$ cat src/rtl/hdma_pkg.sv
// Shared types and constants for the HDMA byte-copy engine and its source decoder.
package hdma_pkg;

    typedef enum logic [1:0] {
        IDLE  = 2'd0,
        READ  = 2'd1,
        LATCH = 2'd2,
        FLUSH = 2'd3
    } state_t;

    localparam logic [15:0] VRAM_LO   = 16'h8000;
    localparam logic [15:0] VRAM_HI   = 16'h9FFF;
    localparam logic [15:0] ECHO_LO   = 16'hE000;
    localparam logic [7:0]  FILL_BYTE = 8'hFF;
    localparam logic [11:0] BYTES_MAX = 12'hFFF;

endpackage

$ cat src/rtl/hdma_src_decode.sv
// Flags whether an address may be used as a DMA source: VRAM and E000h-FFFFh are not
// reachable over the external bus.
module hdma_src_decode
    import hdma_pkg::*;
(
    input  logic [15:0] addr,
    output logic        ok
);

    logic in_vram;
    logic in_high;

    assign in_vram = (addr >= VRAM_LO) && (addr <= VRAM_HI);
    assign in_high = (addr >= ECHO_LO);
    assign ok      = !(in_vram || in_high);

endmodule

$ cat src/rtl/hdma_copy.sv
// Byte-copy engine: reads each source byte over the external bus, writes it to VRAM
// one cycle later, and stalls the CPU while a transfer is in flight.
//
// state | meaning
// ------+---------------------------------------------------------------
// IDLE  | no transfer; waiting for hdma_rd
// READ  | source address on ext bus, target/validity sampled
// LATCH | source data captured; write issues in the following cycle
// FLUSH | hdma_rd dropped after a LATCH; the pending write drains
module hdma_copy
    import hdma_pkg::*;
#(
    parameter int SRC_LAT = 1
) (
    input  logic        clk,
    input  logic        reset_n,
    input  logic        hdma_rd,
    input  logic [15:0] hdma_source_addr,
    input  logic [15:0] hdma_target_addr,
    input  logic [7:0]  ext_din,
    output logic [15:0] ext_addr,
    output logic        ext_rd,
    output logic [12:0] vram_addr,
    output logic [7:0]  vram_dout,
    output logic        vram_wr,
    output logic        cpu_stall,
    output logic [11:0] burst_bytes,
    output logic        aborted
);

    if (SRC_LAT != 1) begin : g_bad_lat
        $error("hdma_copy: only SRC_LAT = 1 is supported");
    end

    state_t      state;
    logic        src_ok;
    logic        src_ok_q;
    logic [12:0] tgt_q;
    logic [7:0]  data_q;
    logic        unused_tgt_hi;

    // Target is always inside VRAM, so only the low 13 bits carry information.
    assign unused_tgt_hi = ^hdma_target_addr[15:13];

    hdma_src_decode u_src_decode (
        .addr (hdma_source_addr),
        .ok   (src_ok)
    );

    always_ff @(posedge clk or negedge reset_n) begin
        if (!reset_n) begin
            state       <= IDLE;
            src_ok_q    <= 1'b0;
            tgt_q       <= '0;
            data_q      <= '0;
            vram_wr     <= 1'b0;
            burst_bytes <= '0;
            aborted     <= 1'b0;
        end else begin
            vram_wr <= 1'b0;
            case (state)
                IDLE: begin
                    if (hdma_rd) begin
                        state       <= READ;
                        burst_bytes <= '0;
                        aborted     <= 1'b0;
                    end
                end
                READ: begin
                    tgt_q    <= hdma_target_addr[12:0];
                    src_ok_q <= src_ok;
                    if (hdma_rd) begin
                        state <= LATCH;
                    end else begin
                        state   <= IDLE;
                        aborted <= 1'b1;
                    end
                end
                LATCH: begin
                    data_q  <= src_ok_q ? ext_din : FILL_BYTE;
                    vram_wr <= 1'b1;
                    if (burst_bytes != BYTES_MAX) begin
                        burst_bytes <= burst_bytes + 12'd1;
                    end
                    state <= hdma_rd ? READ : FLUSH;
                end
                FLUSH: begin
                    state <= IDLE;
                end
                default: begin
                    state <= IDLE;
                end
            endcase
        end
    end

    assign ext_addr  = (state == READ) ? hdma_source_addr : 16'h0000;
    assign ext_rd    = (state == READ) && src_ok;
    assign vram_addr = tgt_q;
    assign vram_dout = data_q;
    assign cpu_stall = (state != IDLE) || vram_wr;

endmodule

$ cat config.mk
export PLATFORM = sky130hd
export DESIGN_NAME = hdma_copy
export DESIGN_NICKNAME = d
export VERILOG_FILES = /design/src/rtl/hdma_pkg.sv /design/src/rtl/hdma_src_decode.sv /design/src/rtl/hdma_copy.sv
export SDC_FILE = /design/constraint.sdc
export NUM_CORES = 1
export LEC_CHECK = 0
export ABC_CLOCK_PERIOD_IN_PS = 2600
export BUFFER_PORTS_ARGS = -buffer_cell sky130_fd_sc_hd__buf_4
export CAP_MARGIN = 15
export CORE_MARGIN = 5
export CORE_UTILIZATION = 48
export CTS_CLUSTER_SIZE = 8
export DETAILED_ROUTE_END_ITERATION = 16
export PLACE_DENSITY = 0.88
export SLEW_MARGIN = 20
export SYNTH_ARGS = -nofsm -noshare
export SYNTH_HDL_FRONTEND = slang
export SYNTH_SLANG_ARGS = --single-unit
$ cat constraint.sdc
create_clock -name clk -period 2.6 [get_ports clk]
set_input_delay 0.52 -clock clk [delete_from_list [all_inputs] [get_ports clk]]
set_output_delay 0.52 -clock clk [all_outputs]
set_load 0.02 [all_outputs]
### Yosys cells after proc, flatten, opt, wreduce, memory -nomap -nowiden

Cells that the tools add are included.

| storage, ports and cells | value |
|---|---|
| register bits | 38 |
| latch bits | 0 |
| RAM bits | 0 |
| memory bits (read-only) | 0 |
| logic and storage cells | 42 |
| memories | 0 |

| cells by class | value |
|---|---|
| add/sub/neg operators | 1 |
| multipliers | 0 |
| divide/modulo/power cells | 0 |
| magnitude comparators | 3 |
| equal/unequal tests | 7 |
| shifts and indexed selects | 0 |
| muxes and demuxes | 13 |
| bitwise gates (word level) | 0 |
| reductions and logical operators | 11 |

Operators by type and width:

| operator | count |
|---|---|
| $ge 16x16->1 const B | 2 |
| $mux 12 | 2 |
| $pmux 12 s2 | 1 |
| $le 16x16->1 const B | 1 |
| $mux 16 | 1 |
| $add 12x1->12 const B | 1 |
| $ne 12x12->1 const B | 1 |
| $mux 8 | 1 |
| $pmux 2 s4 | 1 |
| $mux 2 | 3 |
| $ne 2x2->1 const B | 3 |
| $reduce_and 3->1 | 2 |
| $reduce_bool 2->1 | 3 |
| $eq 2x2->1 const B | 2 |
| $mux 1 | 3 |
| $eq 2x1->1 const B | 1 |
| $logic_and 1x1->1 | 2 |
| $logic_not 2->1 | 1 |
| $logic_or 1x1->1 | 2 |
| $pmux 1 s2 | 1 |
| $logic_not 1->1 | 1 |

### Longest topological paths before layout

| depth | value |
|---|---|
| word-level depth | 5 |
| depth in mapped cells | 6 |
| gate-level depth less buffers | 5 |

### Cells and area by module

A second synthesis with hierarchy kept.

| unflattened totals | value |
|---|---|
| cell total of the unflattened synthesis | 177 |
| area, all modules | 1,850.5 µm² |

Modules (own cells, without submodules):

| module | times used | cells an instance | area each (µm²) | seq. area each (µm²) |
|---|---|---|---|---|
| hdma_copy | 1 | 175 | 1,838.0 | 950.9 |
| hdma_src_decode | 1 | 2 | 12.5 | 0.0 |

### Worst setup path after synthesis

Ideal clock, no wire load.

| path | value |
|---|---|
| path kind | register to output |
| from | reg state[1] |
| to | out ext_rd |
| arrival | 1.474 ns |
| slack | 0.606 ns |
| cell stages (with the launch flop) | 4 |
| buffers on the path | 1 |
| path through | dfrtp_1 -> nor2b_1 -> clkbuf_1 -> a21boi_0 |

| on the way | value |
|---|---|
| cells in the longest elaborated chain, start to end | 2 |

RTL lines:

| what | RTL line | text |
|---|---|---|
| start, declared | hdma_copy.sv:35 | `state_t state;` |
| start signal, assigned | hdma_copy.sv:85 | `state <= hdma_rd ? READ : FLUSH;` |
| $eq 2x1->1 | hdma_copy.sv:98 | `assign ext_rd = (state == READ) && src_ok;` |
| $logic_and 1x1->1 | hdma_copy.sv:98 |  |
| end, declared | hdma_copy.sv:22 | `output logic ext_rd,` |

No other way between the ends.

### Final worst setup path

Ends and elaborated chain as after synthesis.

==> flow_summary.toml <==
[worst_hold_path]
hp-class = "in2async"

[global_route]
grt_pass1_vias = 1593
antenna_found_initial = 0
grt_pass1_wl_mm = 7.631
grt_max_degree = 39
grt-ovfl-total = 0
grtUsageTotal_pct = 19.27

[critical_path]
crit_type = "reg2out"
start_kind = "flop"
crit_required_ns = 2.08
worstPathMaxFanout = 22
r2r-end = "vram_addr[6]"
end_kind = "output pin"
reg2reg_depth = 3
critPathLaunch = "state[1]"
crit_arrival_ns = 1.72
crit-reg2reg-launch = "state[1]"
cp-endpoint = "ext_rd"
reg2reg_slack_ns = 0.80

[logic_synthesis]
synth_top_area_cell = "dfrtp_1"
synthTopCellsByCount = "dfrtp_1, and2_1, mux2_2, nor2_1, inv_1"
synth_cell_types = 39
synthArstFlopShare_pct = 100.0
yosysMostFrequentCell = "dfrtp_1"
synth.avg_cell_area_um2 = 10.41
yosysWarnings = 0
ys_seq_elements = 38
synth_flop_cell = "dfrtp_1"
syn-cell-area_um2 = 1832
yosysSeqAreaShare_pct = 51.91
synth_top_cell_area_share_pct = 51.91
synth_nets = 220
synth_area_leaders = "dfrtp_1, mux2_2, and2_1"
synth_edf_count = 0
netlist_instances = 176

[power_and_ir_drop]
clock_power_share_pct = 18.8
p_leak_uw = 0.001299
p_per_area_nw_per_um2 = 973.5
comb_power_share_pct = 45.1
internal_power_uw = 1623
swShare_pct = 37.66
power.net_switching_uw = 980.4
sequentialPowerShare_pct = 36.1
vdd_drop_max_mv = 0.6325

[clock_network]
cts_buffers = 5
cts_resized = 0
post_cts_buffers = 0
tritoncts = "built"
clk_pin_slew_worst_paths_ns = 0.08
h-tree-depth = 2
clock_latency_ns = 0.29
cts_buffer_depth = 2
clock-sinks = 38
root_buffer = "clkbuf_8"
cts_hold_buf = 0

[place]
port_buffers = 92
post-place-cells = 310
gp_congestion = 0.8196
dp_hpwl_mm = 3.624

[finish]
drive_above_1_share_pct = 45.93
n_antenna_cell = 0
postLayoutCoreUtil_pct = 72.49
area_growth_pct = 45.97
stdcell_count = 318
num-nets-final = 313

[detailed_routing]
postRouteAntennaNets = 0
wl_per_cell_um = 14.84
wirelength_mm = 4.718
vias = 1647
drtIter0Drc = 67
drt_first_pass_iters = 4
drc = 0
vias_per_cell = 5.179

[timing]
period_share_pct = 86.13
setup_viol = 0
finalMaxSlewViolations = 0
skew_ns = 0.007636
fin_tns_setup_ns = 0
max_slew_margin_pct = 57.18
rsz0062_at_grt = "no"
tightest_slew_ns = 0.6394
period_needed_ns = 2.240
fmaxAchievable_mhz = 446.5
hold_viol = 0

[floorplan]
core_area_um2 = 3689
start_util_pct = 49.66
die_h_um = 71.78
rows = 22
ios = 96
die_width_um = 71.78
dieArea_um2 = 5152

[outcome]
status = "completed"

[flow_run]
maxCapViolations = 0
logic make-up (layout without fill, tap and decap cells):
kind of cell / Yosys count / count (layout) / synth area share [%]
fa+ha+maj: 1 / 1 / 0.6830
flops: 38 / 38 / 51.91
xor+xnor: 1 / 1 / 0.4782
buf+inv: 22 / 116 / 4.781
compound gates: 40 / 40 / 15.58
mux: 14 / 14 / 8.606
simple gates: 60 / 60 / 17.97
sequential cells by signal, summed over array words and instances, names as in the netlist:
register / flops
state: 2
src_ok_q: 1
aborted: 1
vram_wr: 1
burst_bytes: 12
vram_addr: 13
vram_dout: 8
cells in the final DEF (no fill, tap or decap), types with 4 or more instances in the layout:
cell | synthesis | routed
buf_4 | 0 | 94
dfrtp_1 | 38 | 38
and2_1 | 16 | 16
nor2_1 | 14 | 14
mux2_2 | 14 | 14
inv_1 | 13 | 13
a31oi_1 | 10 | 10
nand2_1 | 8 | 8
o21ai_0 | 8 | 8
a21oi_1 | 6 | 6
clkbuf_8 | 0 | 5
nand3_1 | 4 | 4
area by class of cell:
type                            count  area (µm²)
Tap cell                           48       60.06
Fill cell                         290        1015
Multi-Input combinational cell    116       795.8
Sequential cell                    38       950.9
Clock buffer                        5       68.82
Clock inverter                      3       40.04
Timing Repair Buffer               94       705.7
Inverter                           14       52.55
metrics by stage:
step	worst slack (ns)	total power [µW]	hold WS (ns)	instance area (µm²)
2_1_floorplan	0.6057	1597	0.2244	1832
3_3_place_gp	0.6884	2097	0.4902	2565
3_5_place_dp	0.6527	2146	0.4993	2565
4_1_cts	0.3245	2637	0.1904	2674
5_1_grt	0.1514	2753	0.2174	2674
6_report	0.3605	2603	0.1781	2674
critical path, cell delays in order, from the launching register on:
cell      delay (ns)
dfrtp_1         0.46
nor2b_2         0.55
a21boi_0        0.25
buf_4           0.17
metal layers:
layer | vias up | GRT usage, % | part of all wire [%]
li1 | 813 | - | -
met1 | 778 | 22.56 | 38
met2 | 49 | 33.67 | 55
met3 | 7 | 5.470 | 5.2
met4 | 0 | 6.681 | 1.7
met5 | - | 0 | 0
worst min-delay path by stage:
stage	slack, ns	end	cells past startpoint
floorplan	0.22	aborted	0
global placement	0.49	vram_addr[6]	1
detailed placement	0.50	vram_addr[3]	1
CTS	0.19	vram_addr[11]	1
global route	0.22	burst_bytes[7]	1
finish	0.18	vram_addr[11]	1
power groups by stage:
stage / sequential (µW) / combinational (µW) / clock, µW
floorplan: 1160 / 438 / 0
global placement: 936 / 1160 / 0
detailed placement: 954 / 1190 / 0
CTS: 942 / 1190 / 500
global route: 971 / 1260 / 527
finish: 939 / 1170 / 490
Note: power is estimated with default switching activity, not from simulation.
